==> config.mk <==
export PLATFORM = sky130hd
export DESIGN_NAME = pe_mac_acc
export DESIGN_NICKNAME = d
export VERILOG_FILES = /design/src/rtl/pe_pkg.sv /design/src/rtl/pe_requant.sv /design/src/rtl/pe_mac_acc.sv
export SDC_FILE = /design/constraint.sdc
export NUM_CORES = 1
export LEC_CHECK = 0
export CAP_MARGIN = 20
export CORE_UTILIZATION = 61
export CTS_CLUSTER_DIAMETER = 50
export DETAILED_ROUTE_END_ITERATION = 10
export PLACE_DENSITY = 0.92
export RECOVER_POWER = 25
export SYNTH_ARGS = -nofsm -noshare
export SYNTH_HDL_FRONTEND = slang
export SYNTH_SLANG_ARGS = --single-unit
export TNS_END_PERCENT = 5
==> constraint.sdc <==
create_clock -name clk -period 8.9 [get_ports clk]
set_input_delay 1.78 -clock clk [delete_from_list [all_inputs] [get_ports clk]]
set_output_delay 1.78 -clock clk [all_outputs]
set_load 0.005 [all_outputs]
==> src/rtl/pe_pkg.sv <==
// Shared types and default sizes for the MAC/accumulate processing element.
// Imported by the requantizer and the top-level PE.
package pe_pkg;

    typedef enum logic [1:0] {
        ST_IDLE   = 2'd0,
        ST_ACC    = 2'd1,
        ST_RESULT = 2'd2
    } pe_state_e;

    localparam int DW_DEF   = 8;
    localparam int ACCW_DEF = 24;
    localparam int OW_DEF   = 8;
    localparam int LENW_DEF = 8;
    localparam int SHW      = 5;

endpackage

==> src/rtl/pe_requant.sv <==
// Combinational requantizer: right shift of the accumulator, then clamp
// to the signed or unsigned OW-bit range with an overflow flag.
module pe_requant
    import pe_pkg::*;
#(
    parameter int ACCW = ACCW_DEF,
    parameter int OW   = OW_DEF
) (
    input  logic [ACCW-1:0] acc,
    input  logic [SHW-1:0]  shift,
    input  logic            signed_mode,
    output logic [OW-1:0]   res,
    output logic            res_ovf
);

    logic [ACCW-1:0] sh;
    logic [ACCW-OW:0] top;

    // shift, then saturate when the upper bits do not fit the output range
    always_comb begin
        if (signed_mode) begin
            sh = $signed(acc) >>> shift;
        end else begin
            sh = acc >> shift;
        end
        top     = sh[ACCW-1:OW-1];
        res     = sh[OW-1:0];
        res_ovf = 1'b0;
        if (signed_mode) begin
            if (!(&top) && (|top)) begin
                res_ovf = 1'b1;
                res     = sh[ACCW-1] ? {1'b1, {(OW-1){1'b0}}}
                                     : {1'b0, {(OW-1){1'b1}}};
            end
        end else begin
            if (|sh[ACCW-1:OW]) begin
                res_ovf = 1'b1;
                res     = '1;
            end
        end
    end

endmodule

==> src/rtl/pe_mac_acc.sv <==
// Systolic MAC processing element: accumulates len products per tile,
// then presents a requantized result under a valid/ready handshake.
module pe_mac_acc
    import pe_pkg::*;
#(
    parameter int DW   = DW_DEF,
    parameter int ACCW = ACCW_DEF,
    parameter int OW   = OW_DEF,
    parameter int LENW = LENW_DEF
) (
    input  logic            clk,
    input  logic            rst,
    input  logic            start,
    input  logic [LENW-1:0] len,
    input  logic            signed_mode,
    input  logic [SHW-1:0]  shift,
    input  logic            in_valid,
    input  logic [DW-1:0]   in_a,
    input  logic [DW-1:0]   in_b,
    output logic            out_valid,
    output logic [DW-1:0]   out_a,
    output logic [DW-1:0]   out_b,
    output logic            busy,
    output logic            res_valid,
    input  logic            res_ready,
    output logic [OW-1:0]   res,
    output logic            res_ovf
);

    pe_state_e state_q, state_d;
    logic [ACCW-1:0] acc_q, acc_d;
    logic [LENW-1:0] cnt_q, cnt_d;
    logic [LENW-1:0] len_q, len_d;
    logic            sgn_q, sgn_d;
    logic [SHW-1:0]  shift_q, shift_d;
    logic            out_valid_q, out_valid_d;
    logic [DW-1:0]   out_a_q, out_a_d;
    logic [DW-1:0]   out_b_q, out_b_d;

    logic signed [2*DW-1:0] sprod;
    logic [2*DW-1:0]        uprod;
    logic [ACCW-1:0]        prod;
    logic [OW-1:0]          rq_res;
    logic                   rq_ovf;

    // product of the current operands, extended per the latched mode
    always_comb begin
        sprod = $signed(in_a) * $signed(in_b);
        uprod = in_a * in_b;
        if (sgn_q) begin
            prod = ACCW'(sprod);
        end else begin
            prod = ACCW'(uprod);
        end
    end

    // tile control: latch config on start, accumulate beats, hand off result
    always_comb begin
        state_d = state_q;
        acc_d   = acc_q;
        cnt_d   = cnt_q;
        len_d   = len_q;
        sgn_d   = sgn_q;
        shift_d = shift_q;
        unique case (state_q)
            ST_IDLE: begin
                if (start) begin
                    len_d   = len;
                    sgn_d   = signed_mode;
                    shift_d = shift;
                    acc_d   = '0;
                    cnt_d   = '0;
                    state_d = (len == '0) ? ST_RESULT : ST_ACC;
                end
            end
            ST_ACC: begin
                if (in_valid) begin
                    acc_d = acc_q + prod;
                    cnt_d = cnt_q + LENW'(1);
                    if (cnt_d == len_q) begin
                        state_d = ST_RESULT;
                    end
                end
            end
            ST_RESULT: begin
                if (res_ready) begin
                    state_d = ST_IDLE;
                end
            end
            default: state_d = ST_IDLE;
        endcase
    end

    // systolic pass-through, independent of the FSM
    always_comb begin
        out_valid_d = in_valid;
        out_a_d     = in_a;
        out_b_d     = in_b;
    end

    // state and datapath registers
    always_ff @(posedge clk or negedge rst) begin
        if (!rst) begin
            state_q     <= ST_IDLE;
            acc_q       <= '0;
            cnt_q       <= '0;
            len_q       <= '0;
            sgn_q       <= 1'b0;
            shift_q     <= '0;
            out_valid_q <= 1'b0;
            out_a_q     <= '0;
            out_b_q     <= '0;
        end else begin
            state_q     <= state_d;
            acc_q       <= acc_d;
            cnt_q       <= cnt_d;
            len_q       <= len_d;
            sgn_q       <= sgn_d;
            shift_q     <= shift_d;
            out_valid_q <= out_valid_d;
            out_a_q     <= out_a_d;
            out_b_q     <= out_b_d;
        end
    end

    pe_requant #(
        .ACCW (ACCW),
        .OW   (OW)
    ) u_requant (
        .acc         (acc_q),
        .shift       (shift_q),
        .signed_mode (sgn_q),
        .res         (rq_res),
        .res_ovf     (rq_ovf)
    );

    // result is only driven while it is being offered
    always_comb begin
        busy      = (state_q != ST_IDLE);
        res_valid = (state_q == ST_RESULT);
        res       = res_valid ? rq_res : '0;
        res_ovf   = res_valid & rq_ovf;
        out_valid = out_valid_q;
        out_a     = out_a_q;
        out_b     = out_b_q;
    end

endmodule

After elaboration in Yosys (flattened, before gate mapping) --
Cells that the tools add are included.
Operators by class: $add $sub $neg 2, multiply operators 2, eq/ne operators 7, shift-type cells 2, muxes and demuxes 22, bitwise logic cells 1, reductions and logical operators 12
Operators with widths (number):
- $mux W24 | 4
- $mux W8 | 7
- $pmux W24 S2 | 1
- $mul A8 B8 Y16 | 2
- $add A24 B24 Y24 | 1
- $shr A24 B5 Y24 | 1
- $sshr A24 B5 Y24 | 1
- $reduce_and A17 Y1 | 1
- $reduce_or A17 Y1 | 1
- $pmux W8 S2 | 1
- $reduce_or A16 Y1 | 1
- $mux W2 | 5
- $add A8 B1 Y8 const B | 1
- $eq A8 B8 Y1 | 1
- $logic_not A8 Y1 | 1
- $ne A2 B2 Y1 const B | 3
- $pmux W2 S3 | 1
- $reduce_and A4 Y1 | 1
- $reduce_bool A2 Y1 | 2
- $mux W1 | 3
- $reduce_and A3 Y1 | 1
- $eq A2 B1 Y1 const B | 1
- $eq A2 B2 Y1 const B | 1
- $logic_not A2 Y1 | 1
- 5 further kinds | 5
Storage, ports and cells: register bits 65, output and inout bits 28, word-level logic and storage cells 57

Logic depth before layout (Yosys ltp) --
Gate-level depths: netlist of the first run.
depth after elaboration 8, depth in mapped cells 30, depth with buffers taken out 29

Cells and area by module --
From an unflattened synthesis of the first run, not the netlist that was laid out.
Unflattened totals: cell total of the unflattened synthesis 1122, area total of the unflattened synthesis 9815.7 sq um
Modules (own cells, without submodules):
- pe_mac_acc | times used 1, cells each 877, area an instance 7903.8 sq um, seq. area each 1626.6 sq um
- pe_requant | times used 1, cells each 245, area an instance 1911.8 sq um, seq. area each 0.0 sq um

Least setup slack after synthesis of the first run --
No wires, ideal clock.
path type in2reg, start point in in_a[7], end point reg acc_q[22], arrival time 7.488 ns, slack 1.317 ns, stages on the path 27, buffers on the path 1, cells stage by stage clkbuf_1 nand2_1 inv_1 fa_1 inv_1 fa_1 inv_1 fa_1 inv_1 fa_1 inv_1 ha_1 a21o_1 a31o_2 a211oi_1 nor3_1 o21ai_0 o21ai_0 ha_1 a21o_1 a21o_1 a21oi_1 nand2_1 nor3_1 nor4_1 o31a_1 o31ai_1
On the way: cells in the longest elaborated chain, start to end 5, elaborated cells on any way between the ends 6, those cells by class 1 x add/sub; 2 x mul; 3 x mux
Ends and longest elaborated chain:
- start: declaration | RTL line pe_mac_acc.sv:18 | input logic [DW-1:0] in_a,
- $mul A8 B8 Y16 (on tied branches) | RTL line pe_mac_acc.sv:49, pe_mac_acc.sv:48
- $mux W24 (*) | RTL line pe_mac_acc.sv:50 | if (sgn_q) begin
- $add A24 B24 Y24 (*) | RTL line pe_mac_acc.sv:78 | acc_d = acc_q + prod;
- $mux W24 (*) | RTL line pe_mac_acc.sv:77 | if (in_valid) begin
- $pmux W24 S2 (*) | RTL line pe_mac_acc.sv:65 | unique case (state_q)
- end signal: assignment | RTL line pe_mac_acc.sv:105 | acc_q <= '0;
- end signal: assignment | RTL line pe_mac_acc.sv:115 | acc_q <= acc_d;
- end: declaration | RTL line pe_mac_acc.sv:31 | logic [ACCW-1:0] acc_q, acc_d;
Every way passes the cells marked *; elsewhere a longest branch is shown, timed or not. The select of a mux whose other input is x is not followed. A chain may end at the register's enable or synchronous reset.

Worst setup path after layout of the first run --
start point in in_b[6], end point reg acc_q[23]
On the way: cells in the longest elaborated chain, start to end 5, elaborated cells on any way between the ends 6, those cells by class 1 x add/sub; 2 x mul; 3 x mux
Ends and longest elaborated chain:
- start: declaration | RTL line pe_mac_acc.sv:19 | input logic [DW-1:0] in_b,
- $mul A8 B8 Y16 (on tied branches) | RTL line pe_mac_acc.sv:49, pe_mac_acc.sv:48
- $mux W24 (*) | RTL line pe_mac_acc.sv:50
- $add A24 B24 Y24 (*) | RTL line pe_mac_acc.sv:78
- $mux W24 (*) | RTL line pe_mac_acc.sv:77
- $pmux W24 S2 (*) | RTL line pe_mac_acc.sv:65
Marked as above.

==> results.ini, run 1 <==
[status]
status=finished, violations left
violations=max-capacitance violations, max-slew violations

[synth]
yosysSeqAreaShare_pct=17.41
synthArstFlopShare_pct=100.0
synth_fa_ha_area_share_pct=29.55
synth-simple-area-share_pct=13.33
synthMuxAreaShare_pct=8.666
ys_warn_count=0
synth-seq-cells=65
synth_compound_area_share_pct=15.54
synthTopCellsByArea=fa_1, dfrtp_1, ha_1, inv_1, nand2_1
synth_xor_area_share_pct=5.438
synth_nets=1256
netlist_area_mm2=0.009341
synth_top_family_by_area=adder cells
synth_area_per_cell_um2=8.880
synth_enable_flop_cells=0
synth_ff_type=dfrtp_1
synth_cell_types=65
yosysTopAreaCell=fa_1
synth_cells=1052
synth_top_area_share_pct=18.43

[floorplan]
die-area_mm2=0.01581
rows=44
core_area_mm2=0.01475
start_util_pct=63.31
die_height_um=125.8
ioPinCount=63
fp.dieW_um=125.8

[clock_tree]
cts.sinks=65
clk_pin_slew_ns=0.06
cts_buffers=9
cts_hold_buf=0
htreeDepth=3
root_buffer=clkbuf_16
clk_latency_ns=0.35
cts_tree=done
clockBufferDepth=2

[worst_setup_path]
critical_path_class=in2reg
required_ns=9.09
arrival_ns=8.67
critPathLaunchType=input pin
critPathMaxFanout=10
cp_slowest_cell=dlygate4sd3_1
cp-end-kind=flop
cpPeakStageDelay_ns=0.76
critPathMostFrequentCell=inv_1

[layout]
fin_util_pct=70.09
fill_cells=1066
stdcell_count=1291
areaGrowthSynthToFinish_pct=10.70
fin_nets=1306
layout_commonest_cell=inv_1
antenna_cells=0
drive_above_1_share_pct=7.136
layout_common_cells=inv_1, nand2_1, fa_1
design_area_mm2=0.01034

[timing]
relSlewSlack_pct=-147.9
finalHoldViolCount=0
tightest_slew_ns=3.718
hold_ws_ns=0.5391
clock_skew_ns=0.008135
final.setup.tns_ns=0
setup_viol=0
min_period_ns=8.481
period_share_pct=95.30
layout_setup_ws_ns=0.4187
clock.fmax_mhz=117.9
final_max_slew_viol_count=66
rsz0062_at_grt=no

[placed_design]
dpl-instance-area_mm2=0.01004
finalWeightedCongestion=0.9295
io_buffers=62
dp.cells=1275
dp_hpwl_mm=17.32
pre_cts_ws_ns=0.09410

[drt]
drt-total-wl_mm=22.20
viasPerCell=5.944
first_pass_iters=5
via_count=7674
antenna_left=0
wl_per_cell_um=17.20
drtIter0Drc=672
drc=0

[global_routing]
overflow=0
antenna_found_initial=0
grt_pass1_wl_mm=37.49
track_usage_pct=29.70
grt_max_degree=66
grt_pass1_vias=7974

[worst_hold_path]
hold_path.class=reg2reg

[flow_run]
max-cap-violations=1

[power_and_ir_drop]
peakVddDrop_mv=0.1914
power_mw=3.792
power.density_mw_per_mm2=366.6
p_leak_nw=4.960

==> Yosys cell counts, types with 8 or more instances <==
cell type,count
nand2b_1,8
a21o_1,13
o21bai_1,11
inv_1,184
or3_1,8
clkbuf_1,13
xor2_1,19
mux2_2,23
o21ai_0,60
a211oi_1,18
dfrtp_1,65
a21oi_1,61
o21a_1,8
ha_1,83
and2_1,37
nand2_1,111
mux4_2,15
nand3_1,8
xnor2_1,39
mux2i_1,16
nor3_1,15
o31ai_1,11
nor2b_1,8
nor2_1,36
fa_1,86
==> area by class of cell <==
cell class | count | area, µm² | area share [%]
clock buffers | 9 | 225.2 | 2.178
clock inverters | 7 | 83.83 | 0.8106
inverters | 184 | 690.7 | 6.679
multi-input cells | 767 | 6779 | 65.55
flip-flops and latches | 65 | 1627 | 15.73
well taps | 184 | 230.2 | 2.226
repair buffers | 75 | 705.7 | 6.824
==> critical path, delay by kind of cell <==
kind	cells	cell delay, ns
AO/OA/AOI/OAI	14	2.55
AND/OR/NAND/NOR	1	0.23
buffers and inverters	6	1.08
adder cells (fa/ha/maj)	6	2.73
XOR/XNOR	2	0.31
==> kinds of logic after synthesis <==
family | Yosys count
buffers and inverters | 220
AOI/OAI and AO/OA | 226
muxes | 56
and+or+nand+nor | 258
DFF | 65
adders and majority gates | 169
xor gates and xnor gates | 58
==> final timing paths <==
kind                       depth (start not counted)  slack [ns]      from        end
max                                               29        0.42   in_b[6]  acc_q[23]
min                                                2        0.54  cnt_q[4]   cnt_q[4]
max reg2reg                                       14        5.01     sgn_q  acc_q[23]
min reg2reg                                        2        0.54  cnt_q[4]   cnt_q[4]
max in group asynchronous                          2        4.01       rst   out_a[7]
min in group asynchronous                          2        2.80       rst   cnt_q[3]
==> flip-flops by register name, indices dropped and copies added, names as in the netlist <==
signal and flops:
sgn_q 1, out_a 8, out_valid 1, out_b 8
state_q 2, len_q 8, shift_q 5, cnt_q 8
acc_q 24
==> where the power goes <==
part           switching (mW)  internal (mW)
Combinational            1.61           1.28
Sequential              0.136          0.384
Clock                   0.156          0.222
Total                    1.90           1.89
==> what timing repair did <==
action | in CTS | in global routing
buffers inserted | 0 | 0
setup endpoints to repair | 0 | 1
gates resized for setup | 0 | 1
==> routing by layer <==
| layer | vias up | wire length (µm) | global-route usage (%) |
|---|---|---|---|
| li1 | 3639 | - | - |
| met1 | 3716 | 9230 | 35.51 |
| met2 | 257 | 11320 | 53.82 |
| met3 | 62 | 960 | 4.206 |
| met4 | 0 | 698 | 12.05 |
| met5 | - | 0 | 0 |
Note: power is estimated with default switching activity, not from simulation.
==> inputs of run 2 (changes only) <==
--- a/config.mk
+++ b/config.mk
@@ -6,10 +6,10 @@
 export NUM_CORES = 1
 export LEC_CHECK = 0
 export CAP_MARGIN = 20
-export CORE_UTILIZATION = 61
+export CORE_UTILIZATION = 57
 export CTS_CLUSTER_DIAMETER = 50
 export DETAILED_ROUTE_END_ITERATION = 10
-export PLACE_DENSITY = 0.92
+export PLACE_DENSITY = 0.87
 export RECOVER_POWER = 25
 export SYNTH_ARGS = -nofsm -noshare
 export SYNTH_HDL_FRONTEND = slang
==> run 2 against run 1 <==
The flow still finishes with violations (max-capacitance violations, max-slew violations). Largest cell class unchanged. Critical path depth is 2 lower. Sequential power is 4.6% lower. Hold slack got worse by 0.013 ns. Non-clock buffer count grew 7. Combinational power grew 2%. Final cell count rose by 3.0%. First-iteration DRC count decreased by 32%. Setup slack improved by 0.19 ns.
==> results.ini, run 2 (synthesis results as in run 1) <==
[timing]
final.setup.tns_ns=0
finalHoldViolCount=0
clock.fmax_mhz=120.6
relSlewSlack_pct=-141.8
min_period_ns=8.292
final_max_slew_viol_count=66
hold_ws_ns=0.5261
setup_viol=0
rsz0062_at_grt=no
tightest_slew_ns=3.627
period_share_pct=93.17
layout_setup_ws_ns=0.6083
clock_skew_ns=0.007744

[drt]
viasPerCell=5.705
drtIter0Drc=460
drt-total-wl_mm=21.96
first_pass_iters=6
drc=0
via_count=7587
antenna_left=0
wl_per_cell_um=16.51

[power_and_ir_drop]
power.density_mw_per_mm2=367.6
p_leak_nw=5.004
peakVddDrop_mv=0.2420
power_mw=3.839

[placed_design]
pre_cts_ws_ns=0.08895
dp.cells=1314
dp_hpwl_mm=17.46
finalWeightedCongestion=0.9385
dpl-instance-area_mm2=0.01013
io_buffers=62

[global_routing]
grt_max_degree=66
grt_pass1_wl_mm=36.57
overflow=0
antenna_found_initial=0
grt_pass1_vias=7755
track_usage_pct=27.84

[floorplan]
core_area_mm2=0.01594
ioPinCount=63
start_util_pct=58.59
die-area_mm2=0.01690
fp.dieW_um=130.0
die_height_um=130.0
rows=46

[worst_setup_path]
required_ns=9.10
path_buf_inv=4
critPathTopFamily=compound AO/OA/AOI/OAI gates
rrSetupSlack_ns=5.11
cp_slowest_cell=dlygate4sd3_1
cpPeakStageDelay_ns=0.68
rr_startpoint=sgn_q
ff2ff_path_depth=14
cp-end-kind=flop
r2r-end=acc_q[23]
critPathLaunchType=input pin
critical_path_class=in2reg
arrival_ns=8.49
path_depth=27
critPathMaxFanout=6

[clock_tree]
clk_latency_ns=0.35
cts_hold_buf=0
htreeDepth=3
cts_buffers=9
cts_tree=done
cts.sinks=65
clockBufferDepth=2
root_buffer=clkbuf_16
clk_pin_slew_ns=0.06

[layout]
layout_commonest_cell=inv_1
stdcell_count=1330
antenna_cells=0
fill_cells=1278
fin_util_pct=65.51
fin_nets=1313
largest_reg_flops=24
areaGrowthSynthToFinish_pct=11.80
layout_common_cells=inv_1, nand2_1, fa_1
seq_area_mm2=0.001627
drive_above_1_share_pct=7.899
largest-register=acc_q
multi_input_area_mm2=0.006784
design_area_mm2=0.01044

[worst_hold_path]
hold_path.class=reg2reg
hold_start=cnt_q[7]
worstHoldPathCells=2
worst_hold_path.endpoint=cnt_q[7]

[flow_run]
max-cap-violations=1

[status]
status=finished, violations left
violations=max-capacitance violations, max-slew violations

## run 2: cell count changes in the layout (fill, tap and decap cells not counted)
cell | before | now
buf_4 | 11 | 19
clkdlybuf4s50_1 | 53 | 50
dlygate4sd3_1 | 8 | 11
a2111oi_1 | 1 | 0
a2111oi_2 | 1 | 2
clkbuf_1 | 2 | 1
clkinv_4 | 1 | 2
clkinvlp_4 | 1 | 0
## run 2: worst max-delay path by stage
stage                        from  slack (ns)   endpoint
after floorplan           in_a[7]        1.32  acc_q[22]
after global placement    in_b[3]        0.41  acc_q[23]
after detailed placement  in_a[2]        0.09  acc_q[23]
after CTS                 in_a[2]        0.44  acc_q[23]
after global routing      in_a[3]        0.03  acc_q[23]
final                     in_a[3]        0.61  acc_q[23]
## run 2: cell type report
cell class	instances	share of cell area (%)
sequential	65	15.57
clock buffer	9	2.156
timing repair buffer	82	7.296
clock inverter	7	0.8147
multi-input combinational	767	64.96
inverter	184	6.613
tap	216	2.588
## run 2: per-layer routing
metal / GRT usage [%] / share of wire (%) / vias to the layer above
li1: - / - / 3649
met1: 33.25 / 41 / 3667
met2: 49.95 / 51 / 218
met3: 4.961 / 4.6 / 53
met4: 10.60 / 2.9 / 0
met5: 0 / 0 / -
## run 2: power breakdown
part	internal [mW]	switching [mW]
sequential	0.384	0.112
combinational	1.31	1.65
clock	0.223	0.162
total	1.92	1.92
## run 2: worst min-delay path, delay by kind of cell (launching register included)
family	cells	cell delay, ns
and+or+nand+nor	1	0.05
AOI/OAI and AO/OA	1	0.07
DFF	1	0.36
## run 2: timing repair
item | in CTS | in global routing
setup buffers | 0 | 0
endpoints found under the setup margin | 0 | 3
resized for setup | 0 | 2
==> inputs of run 3 (changes only) <==
--- a/config.mk
+++ b/config.mk
@@ -11,6 +11,7 @@
 export DETAILED_ROUTE_END_ITERATION = 10
 export PLACE_DENSITY = 0.87
 export RECOVER_POWER = 25
+export SLEW_MARGIN = 5
 export SYNTH_ARGS = -nofsm -noshare
 export SYNTH_HDL_FRONTEND = slang
 export SYNTH_SLANG_ARGS = --single-unit
==> results of run 3 <==
Same layout as run 2: the final DEF is identical, and so are final timing and power.
